**config.mk**
```make
export PLATFORM = sky130hd
export DESIGN_NAME = sprite_palette_lut
export DESIGN_NICKNAME = d
export VERILOG_FILES = /design/src/rtl/sprite_palette_lut.sv
export SDC_FILE = /design/constraint.sdc
export NUM_CORES = 1
export LEC_CHECK = 0
export ABC_AREA = 1
export CORE_MARGIN = 2
export CORE_UTILIZATION = 25
export DETAILED_ROUTE_END_ITERATION = 8
export MAX_ROUTING_LAYER = met4
export PLACE_DENSITY = 0.4
export SLEW_MARGIN = 20
export SYNTH_ARGS = -nofsm -noshare
export SYNTH_HDL_FRONTEND = slang
export SYNTH_SLANG_ARGS = --single-unit
```
**constraint.sdc**
```tcl
create_clock -name Clk -period 7.8 [get_ports Clk]
set_input_delay 0.78 -clock Clk [delete_from_list [all_inputs] [get_ports Clk]]
set_output_delay 0.78 -clock Clk [all_outputs]
set_load 0.02 [all_outputs]
```
**src/rtl/sprite_palette_lut.sv**
```systemverilog
// Multi-bank runtime-writable sprite palette with transparency flag
// and frame-synchronous colour cycling over a programmable index range.
module sprite_palette_lut #(
    parameter int INDEX_W      = 4,
    parameter int COLOR_W      = 4,
    parameter int BANKS        = 4,
    parameter int BANK_W       = $clog2(BANKS),
    parameter int TRANSP_INDEX = 0,
    parameter int PERIOD_W     = 6
) (
    input  logic                 Clk,
    input  logic                 Reset,
    input  logic                 we,
    input  logic [BANK_W-1:0]    wr_bank,
    input  logic [INDEX_W-1:0]   wr_index,
    input  logic [3*COLOR_W-1:0] wr_rgb,
    input  logic                 pix_valid_in,
    input  logic [BANK_W-1:0]    pix_bank,
    input  logic [INDEX_W-1:0]   pix_index,
    input  logic                 frame_start,
    input  logic                 cyc_en,
    input  logic [INDEX_W-1:0]   cyc_lo,
    input  logic [INDEX_W-1:0]   cyc_hi,
    input  logic [PERIOD_W-1:0]  cyc_period,
    output logic                 pix_valid_out,
    output logic [COLOR_W-1:0]   red,
    output logic [COLOR_W-1:0]   green,
    output logic [COLOR_W-1:0]   blue,
    output logic                 transparent
);

    localparam int DEPTH = 2 ** INDEX_W;
    localparam int RGB_W = 3 * COLOR_W;
    localparam logic [INDEX_W:0] ONE_X = 1;
    localparam logic [INDEX_W-1:0] TRANSP_I = INDEX_W'(TRANSP_INDEX);

    logic [RGB_W-1:0] mem [BANKS][DEPTH];

    logic                rng_ok;
    logic                in_rng;
    logic [INDEX_W:0]    len;
    logic [INDEX_W:0]    phase_x;
    logic [INDEX_W:0]    phase_inc;
    logic [INDEX_W:0]    phase_nxt;
    logic [INDEX_W:0]    p;
    logic [INDEX_W:0]    s;
    logic [INDEX_W:0]    s_wrap;
    logic [INDEX_W-1:0]  eidx;
    logic [PERIOD_W-1:0] period_m1;
    logic [PERIOD_W-1:0] fcnt;
    logic [INDEX_W-1:0]  phase;

    logic                s1_valid;
    logic [BANK_W-1:0]   s1_bank;
    logic [INDEX_W-1:0]  s1_eidx;
    logic                s1_transp;

    always_ff @(posedge Clk) begin
        if (Reset) begin
            for (int b = 0; b < BANKS; b++) begin
                for (int i = 0; i < DEPTH; i++) begin
                    mem[b][i] <= '0;
                end
            end
        end else if (we) begin
            mem[wr_bank][wr_index] <= wr_wrap(wr_rgb);
        end
    end

    function automatic logic [RGB_W-1:0] wr_wrap(input logic [RGB_W-1:0] v);
        return v;
    endfunction

    // len is one bit wider so a full 2^INDEX_W range is representable
    assign rng_ok    = cyc_en && (cyc_lo <= cyc_hi);
    assign len       = {1'b0, cyc_hi} - {1'b0, cyc_lo} + ONE_X;
    assign period_m1 = (cyc_period == '0) ? '0
                                          : cyc_period - PERIOD_W'(1);
    assign phase_x   = {1'b0, phase};
    assign phase_inc = phase_x + ONE_X;
    assign phase_nxt = (phase_inc >= len) ? '0 : phase_inc;

    always_ff @(posedge Clk) begin
        if (Reset || !rng_ok) begin
            fcnt  <= '0;
            phase <= '0;
        end else if (frame_start) begin
            if (fcnt == period_m1) begin
                fcnt  <= '0;
                phase <= INDEX_W'(phase_nxt);
            end else begin
                fcnt <= fcnt + PERIOD_W'(1);
            end
        end
    end

    // a range that shrank below the current phase is treated as phase 0
    assign in_rng = rng_ok && (pix_index >= cyc_lo) && (pix_index <= cyc_hi);
    assign p      = (phase_x >= len) ? '0 : phase_x;
    assign s      = {1'b0, pix_index} - {1'b0, cyc_lo} + p;
    assign s_wrap = (s >= len) ? s - len : s;
    assign eidx   = in_rng ? INDEX_W'({1'b0, cyc_lo} + s_wrap) : pix_index;

    always_ff @(posedge Clk) begin
        if (Reset) begin
            s1_valid  <= 1'b0;
            s1_bank   <= '0;
            s1_eidx   <= '0;
            s1_transp <= 1'b0;
        end else begin
            s1_valid  <= pix_valid_in;
            s1_bank   <= pix_bank;
            s1_eidx   <= eidx;
            s1_transp <= (pix_index == TRANSP_I);
        end
    end

    // read sees pre-write contents on a same-edge collision
    always_ff @(posedge Clk) begin
        if (Reset) begin
            pix_valid_out <= 1'b0;
            red           <= '0;
            green         <= '0;
            blue          <= '0;
            transparent   <= 1'b0;
        end else begin
            pix_valid_out <= s1_valid;
            if (s1_valid) begin
                {red, green, blue} <= mem[s1_bank][s1_eidx];
                transparent        <= s1_transp;
            end
        end
    end

endmodule

```
* Word-level counts from Yosys, hierarchy flattened
Memories as Yosys holds them, arrays and structs flattened. A register that Yosys moved wholly into a read port is not among the register bits.
Index checks and enable logic that the tools add are counted.
** Storage, ports and cells
- Register bits :: 30
- Memory bits (writable) :: 768
- Output and inout port bits :: 14
- Word-level logic and storage cells :: 62
- Memories kept :: 1
** Cells by class
- Add/subtract/negate cells :: 9
- $lt $le $gt $ge :: 9
- Equal/unequal tests :: 1
- Mux-type cells :: 20
- Bitwise operators :: 2
- Reductions and logical operators :: 10
** Memories
- mem :: depth 4, width 192, read ports 1, clocked after Yosys merged registers in 1, write ports 4, RTL line 37 : logic [RGB_W-1:0] mem [BANKS][DEPTH];
** Operators with widths (number)
- $mux 192 :: 3
- $reduce_or 192->1 :: 1
- $bmux 12 s4 :: 1
- $demux 12 s4 :: 1
- $mux 12 :: 3
- $mux 4 :: 4
- $mux 6 :: 2
- $ge 5x5->1 :: 2
- $ge 5x5->1 const B :: 2
- $not 4->5 :: 2
- $sub 4x4->5 :: 2
- $le 4x4->1 :: 2
- $add 6x1->6 const B :: 1
- $eq 6x6->1 :: 1
- $logic_not 6->1 :: 1
- $sub 6x1->6 const B :: 1
- $add 4x1->5 const B :: 1
- $add 5x1->5 const B :: 1
- $add 5x4->5 :: 1
- $ge 4x5->1 :: 1
- $lt 5x1->1 const B :: 1
- $add 4x4->4 :: 1
- $ge 4x4->1 :: 1
- $logic_and 1x1->1 :: 4
- 7 further kinds :: 11

* Logic depth before layout (Yosys ltp)
Gate-level depths: netlist of the first run.
- Depth after elaboration :: 9
- Depth in mapped cells :: 35
- Mapped depth without buffers :: 35

* Least setup slack after synthesis of the first run
Ideal clock, no wire load.
- Path type :: in2reg
- Start point :: input cyc_lo[0]
- End point :: register s1_eidx[3]
- Library setup time :: 0.109 ns
- Arrival time :: 5.470 ns
- Required time :: 7.691 ns
- Slack :: 2.221 ns
- Stages :: 27
- Buffers on the path :: 0
- Cells stage by stage :: inv_1 -> ha_1 -> fa_1 -> ha_1 -> o21ai_0 -> nand2_1 -> a21oi_1 -> nand2_1 -> o211ai_1 -> nand2_1 -> fa_1 -> fa_1 -> o21ai_0 -> xnor2_1 -> ha_1 -> a21oi_1 -> o21a_1 -> nand3_1 -> o21ai_0 -> ha_1 -> nand3_1 -> nand2_1 -> xor2_1 -> nand3b_1 -> nand3_1 -> nand2_1 -> inv_1
** On the way
- Cells in the longest elaborated chain, start to end :: 9
** Ends and longest elaborated chain
- start: declaration :: RTL line 22 : input logic [INDEX_W-1:0] cyc_lo,
- $sub 4x4->5 :: RTL line 76 : assign len = {1'b0, cyc_hi} - {1'b0, cyc_lo} + ONE_X;
- $add 5x1->5 :: RTL line 76
- $ge 4x5->1 :: RTL line 99 : assign p = (phase_x >= len) ? '0 : phase_x;
- $mux 4 :: RTL line 99
- $add 5x4->5 :: RTL line 100 : assign s = {1'b0, pix_index} - {1'b0, cyc_lo} + p;
- $sub 4x4->4 / $ge 5x5->1 (equally long branches) :: RTL line 101 : assign s_wrap = (s >= len) ? s - len : s;
- $mux 4 :: RTL line 101
- $add 4x4->4 :: RTL line 102 : assign eidx = in_rng ? INDEX_W'({1'b0, cyc_lo} + s_wrap) : pix_index;
- $mux 4 * :: RTL line 102
- end signal: assignment :: RTL line 113 : s1_eidx <= eidx;
- end: declaration :: RTL line 55 : logic [INDEX_W-1:0] s1_eidx;
Mark *: on every way between the ends. The rest lies on a longest branch, timed or not.
A chain may end at the register's enable or synchronous reset.

* Worst setup path after layout of the first run
- Start point :: input cyc_lo[2]
- End point :: register s1_eidx[3]
The elaborated chain is that of the path after synthesis.

==> results of run 1 <==
## cell usage after synthesis
master	n	area share [%]
clkinv_1	1	0.0099
nand3_1	735	9.7
nor3_1	2	0.026
buf_12	1	0.053
nor2_1	835	8.3
nor4_1	1	0.017
o211ai_1	3	0.060
clkinv_2	1	0.013
nand4_1	5	0.083
a21oi_1	19	0.25
nand3_4	2	0.093
inv_2	15	0.15
edfxtp_1	768	61
xnor2_1	6	0.14
buf_1	5	0.050
ha_1	42	1.4
o21ai_0	15	0.20
nor2_4	1	0.030
buf_4	16	0.32
xor2_1	9	0.21
nand2_1	1081	11
inv_8	1	0.030
buf_2	117	1.5
nand2_2	1	0.017
clkbuf_1	138	1.4
inv_1	83	0.82
buf_6	40	1.2
nand3b_1	4	0.079
nand3_2	1	0.026
o21a_1	1	0.020
dfxtp_1	32	1.7
fa_1	7	0.37
o21ai_1	1	0.013
nor2_2	5	0.083
## state kept, by name (all words and copies together) (netlist names), named ones only
name,count
blue,4
fcnt,6
green,4
mem,768
phase,4
pix_valid_out,1
red,4
s1_eidx,4
s1_transp,1
s1_valid,1
transparent,1
## worst min path at each step
stage	start	end	slack, ns
after floorplan	s1_transp	transparent	0.43
after global placement	s1_transp	transparent	0.44
after detailed placement	s1_transp	transparent	0.45
after CTS	s1_transp	transparent	0.48
after global routing	s1_transp	transparent	0.51
final	s1_transp	transparent	0.47
## kinds of logic after synthesis
logic type	share of synthesized area [%]
xor gates and xnor gates	0.347
DFF	62.6
and+or+nand+nor	29.2
adders and majority gates	1.76
buffers and inverters	5.55
AOI/OAI and AO/OA	0.542
## power by group
group	switching [mW]	internal, mW	leakage [nW]
combinational	0.867	0.290	7.20
sequential	0.0805	4.92	7.56
clock	1.89	2.56	1.49
## area by class of cell
| cell class | count | area share, % |
|---|---|---|
| clock buffers | 126 | 6.14 |
| clock inverters | 53 | 1.04 |
| inverters | 101 | 1.01 |
| multi-input cells | 2776 | 28.3 |
| flip-flops and latches | 800 | 55.6 |
| well taps | 2016 | 5.91 |
| repair buffers | 93 | 2.03 |
## worst max-delay path: stages
cell and delay [ns]:
clkdlybuf4s50_1 0.57, inv_1 0.10, ha_1 0.33, ha_1 0.33, xnor2_1 0.37, ha_1 0.31, a21oi_1 0.14, nand2_1 0.08
o211ai_1 0.13, nand2_1 0.11, fa_1 0.49, fa_1 0.47, o21ai_0 0.22, xnor2_1 0.14, ha_1 0.28, a21oi_1 0.16
o21a_1 0.16, nand3_1 0.19, o21ai_0 0.42, ha_1 0.31, nand3_1 0.08, nand2_1 0.06, xor2_1 0.17, nand3b_1 0.13
nand3_1 0.07, nand2_1 0.05, inv_1 0.03
## per-layer routing
metal	GRT usage [%]	vias up	share of wire [%]
met3	2.19	176	4.4
li1	-	13100	-
met4	4.26	0	2.4
met2	25.1	653	45
met5	-	-	0
met1	24.4	13700	49
==> results.toml, run 1 <==
[cells_and_area]
area_delta_synth_final_pct = 12.7
finalNonFillerCells = 5965
final_cell_mix = "1081 x nand2_1, 832 x nor2_1, 768 x edfxtp_1"
diodes = 0
regArea_sq_um = 23700
fillCellCount = 15900
nets = 3962
multi_input_area_sq_um = 12100
final_common_cell = "nand2_1"
post-route-util_pct = 28.4
final_area_sq_um = 42600
drive_above_1_share_pct = 5.19

[synthesis]
syn_avg_cell_area_sq_um = 9.48
yosys_warnings = 0
netlist_area_sq_um = 37800
syn-instance-count = 3994
synth_seq_cells = 800
synth_fp_nets = 4087
ys_seq_area_share_pct = 62.6
synth_cell_types = 34

[clocking]
clkTransAtPathRegs_ns = 0.06
htree_levels = 3
numCtsBuffers = 97
postCtsHoldBufs = 0
cts_tree = "yes"
clk_latency_ns = 0.71
cts-root-buf = "clkbuf_16"
clockBufferDepth = 3
clkSinkCount = 800
ctsResizeCount = 0
cts_setup_buffers = 0

[critical_path]
path_max_fanout = 7
ff2ff_path_depth = 25
required_ns = 8.41
critPathLaunch = "cyc_lo[2]"
end_kind = "flip-flop"
worstSetupPathType = "primary input to flip-flop"
reg2reg_from = "phase[0]"
crit_end = "s1_eidx[3]"
critPathArrivalTime_ns = 6.72
start_kind = "primary input"
rr_endpoint = "s1_eidx[3]"
rrSetupSlack_ns = 2.72

[place]
port_buffers = 57
pre_cts_ws_ns = 0.929
dp.cells = 5786
placed_area_sq_um = 39600
gp_congestion = 0.808
hpwl_mm = 73.7

[hold_path]
hold_depth = 2
hold_class = "flip-flop to flip-flop"

[power]
leakage_nw = 16.2
power_density_nw_per_um2 = 249
fin_total_pwr_mw = 10.6
peakVddDrop_mv = 0.153

[route]
wl_mm = 128
drt-initial-drc-count = 1930
wl_per_cell_microns = 21.4
vias_per_cell = 4.63
drc = 0
vias = 27600
first_pass_iters = 6
ant_nets = 0

[sta]
holdWs_ns = 0.474
fin_worst_skew_ns = 0.0155
hold_viol = 0
maxSlewViolCount = 0
rsz0062_at_grt = "no"
max_slew_margin_pct = 28.9
worst_pin_slew_ns = 1.07
max_freq_mhz = 164
fin_ws_ns = 1.69
setup_viol = 0
setup_tns_ns = 0
post-route-period-util_pct = 78.4
layout_min_cycle_time_ns = 6.11

[grt]
grt_overflow_total = 0
grtUsageTotal_pct = 16.9
grt_pass1_wl_mm = 188
antenna_found_initial = 0
grt_max_degree = 187
grt_pass1_vias = 26700

[floorplan]
die_x_microns = 393
core_sq_um = 150000
fp-row-count = 142
io_pins = 58
dieArea_sq_um = 155000
die_y_microns = 393
start_util_pct = 25.2

[run]
maxCapViolCount = 0

[run_status]
outcome = "finished, final reports clean"
Note: power is estimated with default switching activity, not from simulation.
==> run 2: changes to the inputs <==
- clock period: 7.8 -> 5.7 ns (I/O delays scaled with it)
==> run 2 against run 1 <==
Net effect:
- routed wire length barely moved
- clock skew grew 0.0077 ns
- critical path type unchanged
- core utilization rose by 0.16 points
- register-to-register slack worse by 2.0 ns
- largest power group unchanged
- largest cell class unchanged
- clock power up 32%
- power is 35% higher
- critical endpoint unchanged
- global-route usage about the same
- first-iteration DRC count rose by 13%
==> results.toml, run 2 (synthesized netlist as in run 1, its figures left out) <==
[floorplan]
io_pins = 58
die_y_microns = 393
core_sq_um = 150000
fp-row-count = 142
die_x_microns = 393
dieArea_sq_um = 155000
start_util_pct = 25.2

[critical_path]
start_kind = "primary input"
worstSetupPathType = "primary input to flip-flop"
max_stage_delay_ns = 0.47
critPathArrivalTime_ns = 5.99
path_max_fanout = 5
end_kind = "flip-flop"
critPathSlowestCell = "clkdlybuf4s50_1"
rrSetupSlack_ns = 0.72
required_ns = 6.30

[grt]
grt_max_degree = 161
grt_overflow_total = 0
antenna_found_initial = 0
grtUsageTotal_pct = 17.0
grt_pass1_wl_mm = 188
grt_pass1_vias = 26900

[cells_and_area]
diodes = 0
drive_above_1_share_pct = 5.95
largest_register = "mem"
post-route-util_pct = 28.6
nets = 3998
area_delta_synth_final_pct = 13.3
final_common_cell = "nand2_1"
final_cell_mix = "1081 x nand2_1, 832 x nor2_1, 768 x edfxtp_1"
largest_registers = "mem x768, fcnt x6"
largest_reg_flops = 768

[clocking]
clkSinkCount = 800
clk_latency_ns = 0.72
cts_setup_buffers = 0
cts_tree = "yes"
numCtsBuffers = 97
htree_levels = 3
clockBufferDepth = 3
postCtsHoldBufs = 0
cts-root-buf = "clkbuf_16"
ctsResizeCount = 0
clkTransAtPathRegs_ns = 0.06

[place]
gp_congestion = 0.826
port_buffers = 57
pre_cts_ws_ns = -0.572
hpwl_mm = 74.8

[route]
drt-initial-drc-count = 2184
ant_nets = 0
vias_per_cell = 4.61
drc = 0
wl_mm = 128
first_pass_iters = 7
vias = 27700
wl_per_cell_microns = 21.3

[sta]
fin_ws_ns = 0.316
worst_pin_slew_ns = 1.05
max_freq_mhz = 186
hold_viol = 0
maxSlewViolCount = 0
layout_min_cycle_time_ns = 5.38
holdWs_ns = 0.389
post-route-period-util_pct = 94.5
fin_worst_skew_ns = 0.0232
max_slew_margin_pct = 29.8
setup_tns_ns = 0
setup_viol = 0

[power]
peakVddDrop_mv = 0.240
leakage_nw = 16.4
power_density_nw_per_um2 = 335

[run_status]
outcome = "finished, final reports clean"

[hold_path]
hold_class = "primary input to flip-flop"

[run]
maxCapViolCount = 0
run 2: per-stage QoR:
stage	total power [mW]	cell area, sq um	instances
finish	14.4	42900	6000
global route	14.9	42900	6000
CTS	14.5	42800	6000
detailed placement	8.64	39900	5822
global placement	8.64	39900	5822
floorplan	7.91	37800	3994
run 2: area by class of cell:
type                            instances  area (sq um)
Fill cell                           15900        107000
Sequential cell                       800         23700
Tap cell                             2016          2520
Clock inverter                         52           373
Multi-Input combinational cell       2776         12100
Inverter                              101           430
Clock buffer                          126          2560
Timing Repair Buffer                  129          1190
run 2: final timing paths:
| check | start | end | depth (start not counted) |
|---|---|---|---|
| setup / recovery | cyc_lo[2] | s1_eidx[3] | 29 |
| hold / removal | pix_valid_in | s1_valid | 3 |
| setup reg to reg | phase[0] | s1_eidx[3] | 27 |
| hold reg to reg | s1_transp | transparent | 2 |
run 2: critical path: cells and delay by family:
kind                     cells  cell delay, ns
XOR/XNOR                     3            0.52
adder cells (fa/ha/maj)      7            2.33
AO/OA/AOI/OAI                5            0.82
buffers and inverters        6            1.02
AND/OR/NAND/NOR              8            0.72
run 2: where the power goes:
group	switching (mW)	total (mW)	internal, mW
clock	2.60	5.86	3.26
sequential	0.105	6.84	6.73
combinational	1.21	1.67	0.463
run 2: routing by layer:
layer	up-vias	GRT usage, %	part of all wire [%]
li1	13100	-	-
met1	13800	23.7	48
met2	581	25.7	45
met3	165	2.68	4.6
met4	0	4.11	2.2
met5	-	-	0
==> patch, RTL diff (config.mk and constraints of run 1) <==
Register the input `cyc_period` before use, cleared by the reset. The logic sees it one clock later. The other inputs are not delayed to match.
--- a/src/rtl/sprite_palette_lut.sv
+++ b/src/rtl/sprite_palette_lut.sv
@@ -34,4 +34,14 @@
     localparam logic [INDEX_W:0] ONE_X = 1;
     localparam logic [INDEX_W-1:0] TRANSP_I = INDEX_W'(TRANSP_INDEX);
+
+    logic [PERIOD_W-1:0] cyc_period_q;
+
+    always_ff @(posedge Clk) begin
+        if (Reset) begin
+            cyc_period_q <= '0;
+        end else begin
+            cyc_period_q <= cyc_period;
+        end
+    end
 
     logic [RGB_W-1:0] mem [BANKS][DEPTH];
@@ -75,6 +85,6 @@
     assign rng_ok    = cyc_en && (cyc_lo <= cyc_hi);
     assign len       = {1'b0, cyc_hi} - {1'b0, cyc_lo} + ONE_X;
-    assign period_m1 = (cyc_period == '0) ? '0
-                                          : cyc_period - PERIOD_W'(1);
+    assign period_m1 = (cyc_period_q == '0) ? '0
+                                          : cyc_period_q - PERIOD_W'(1);
     assign phase_x   = {1'b0, phase};
     assign phase_inc = phase_x + ONE_X;
Check against the original RTL: not settled (the Yosys comparison gave no result); the edit may change what the design does.
==> patch against run 1 <==
- hold slack improved by 0.0038 ns
- critical path depth rose by 2
- design area barely moved
- worst setup slack got worse by 0.28 ns
- area after synthesis fell by 0.34%
- power rose by 0.34%
- sequential cell count rose by 6
- wire length fell by 0.21%
- sequential share of layout area rose by 0.26 points
- largest cell class unchanged
==> patch: results <==
setup_path:
  endpoint: "s1_eidx[3]"
  worst_ep_arrival_time_ns: 6.96
  crit_path_start: "cyc_lo[2]"
  r2r_cells: 27
  r2r_slack_ns: 2.58
  cpPeakStageDelay_ns: 0.62
detailed_routing:
  num_vias: 27412
  drtIter0Drc: 2089
  wirelength_microns: 127400
power:
  p_leak_nw: 16.22
  switching_share: 0.2632
  vdd_drop_max_mv: 0.1472
grt:
  antenna_found_initial: 1
  grt_max_degree: 178
  grt_pass1_wl_microns: 186600
  grt_usage: 0.1693
sta:
  fin_skew_ns: 0.02887
  finalHoldWorstSlack_ns: 0.4777
  tightest_slew_ns: 1.132
  min_period_over_period: 0.8192
synthesis:
  yosysSeqAreaShare: 0.6316
  synth_area_leaders: "edfxtp_1 (61%), nand2_1 (10%), nand3_1 (9.8%), nor2_1 (8.4%), dfxtp_1 (2.0%)"
  synthTopCellsByCount: "nand2_1 (1042), nor2_1 (841), edfxtp_1 (768)"
  synth.distinct_cells: 34
  synth_fp_nets: 4084
cts:
  cts_buffer_depth: 3
  numCtsBuffers: 95
  cts_resized: 0
placed_design:
  place_congestion: 0.7791
  place_area_sq_um: 39650
  post-place-ws_ns: 0.6240
  dp_hpwl_microns: 73830
final_layout:
  drive_above_1_share: 0.04924
  nNetsFinal: 3957
  antenna_cells: 0
  reg.largest.list: "mem: 768 flops, cyc_period_q: 6 flops, fcnt: 6 flops"
status:
  outcome: "complete, no violations"
-- patch: cell type report --
type	count	area [sq um]
multi-input combinational	2765	12010
clock buffer	126	2525
tap	2016	2522
fill	15811	107100
inverter	102	419.2
clock inverter	47	493.0
timing repair buffer	94	855.8
sequential	806	23840
-- patch: power by group through the flow --
stage / sequential, mW / clock (mW) / combinational [mW]
after floorplan: 5.09 / 0 / 0.706
after global placement: 5.12 / 0 / 1.14
after detailed placement: 5.13 / 0 / 1.14
after CTS: 5.04 / 4.58 / 1.15
after global routing: 5.06 / 4.72 / 1.25
final: 5.03 / 4.48 / 1.13
-- patch: critical path: cells and delay by family --
kind / cells / cell delay, ns
buffers and inverters: 3 / 0.81
and+or+nand+nor: 9 / 0.83
AOI/OAI and AO/OA: 7 / 1.27
adders and majority gates: 7 / 2.55
xor gates and xnor gates: 3 / 0.73
-- patch: stage by stage --
stage,instances,utilization
3_3_place_gp,5783,0.2647
5_1_grt,5956,0.2849
4_1_cts,5956,0.2849
2_1_floorplan,3991,-
6_report,5956,0.2849
3_5_place_dp,5783,0.2647
-- patch: cells by family after synthesis --
group | Yosys count | synth area share
buffers and inverters | 420 | 0.05012
XOR/XNOR | 14 | 0.003251
flip-flops | 806 | 0.6316
adder cells (fa/ha/maj) | 49 | 0.01765
AO/OA/AOI/OAI | 64 | 0.008691
AND/OR/NAND/NOR | 2638 | 0.2887
-- patch: routing by layer --
layer  up-vias  global-route usage  wire, microns
met3       194             0.02579           6044
li1      13083                   -              -
met1     13508              0.2334          60360
met2       627              0.2555          57410
met5         -                   -              0
met4         0             0.05182           3612
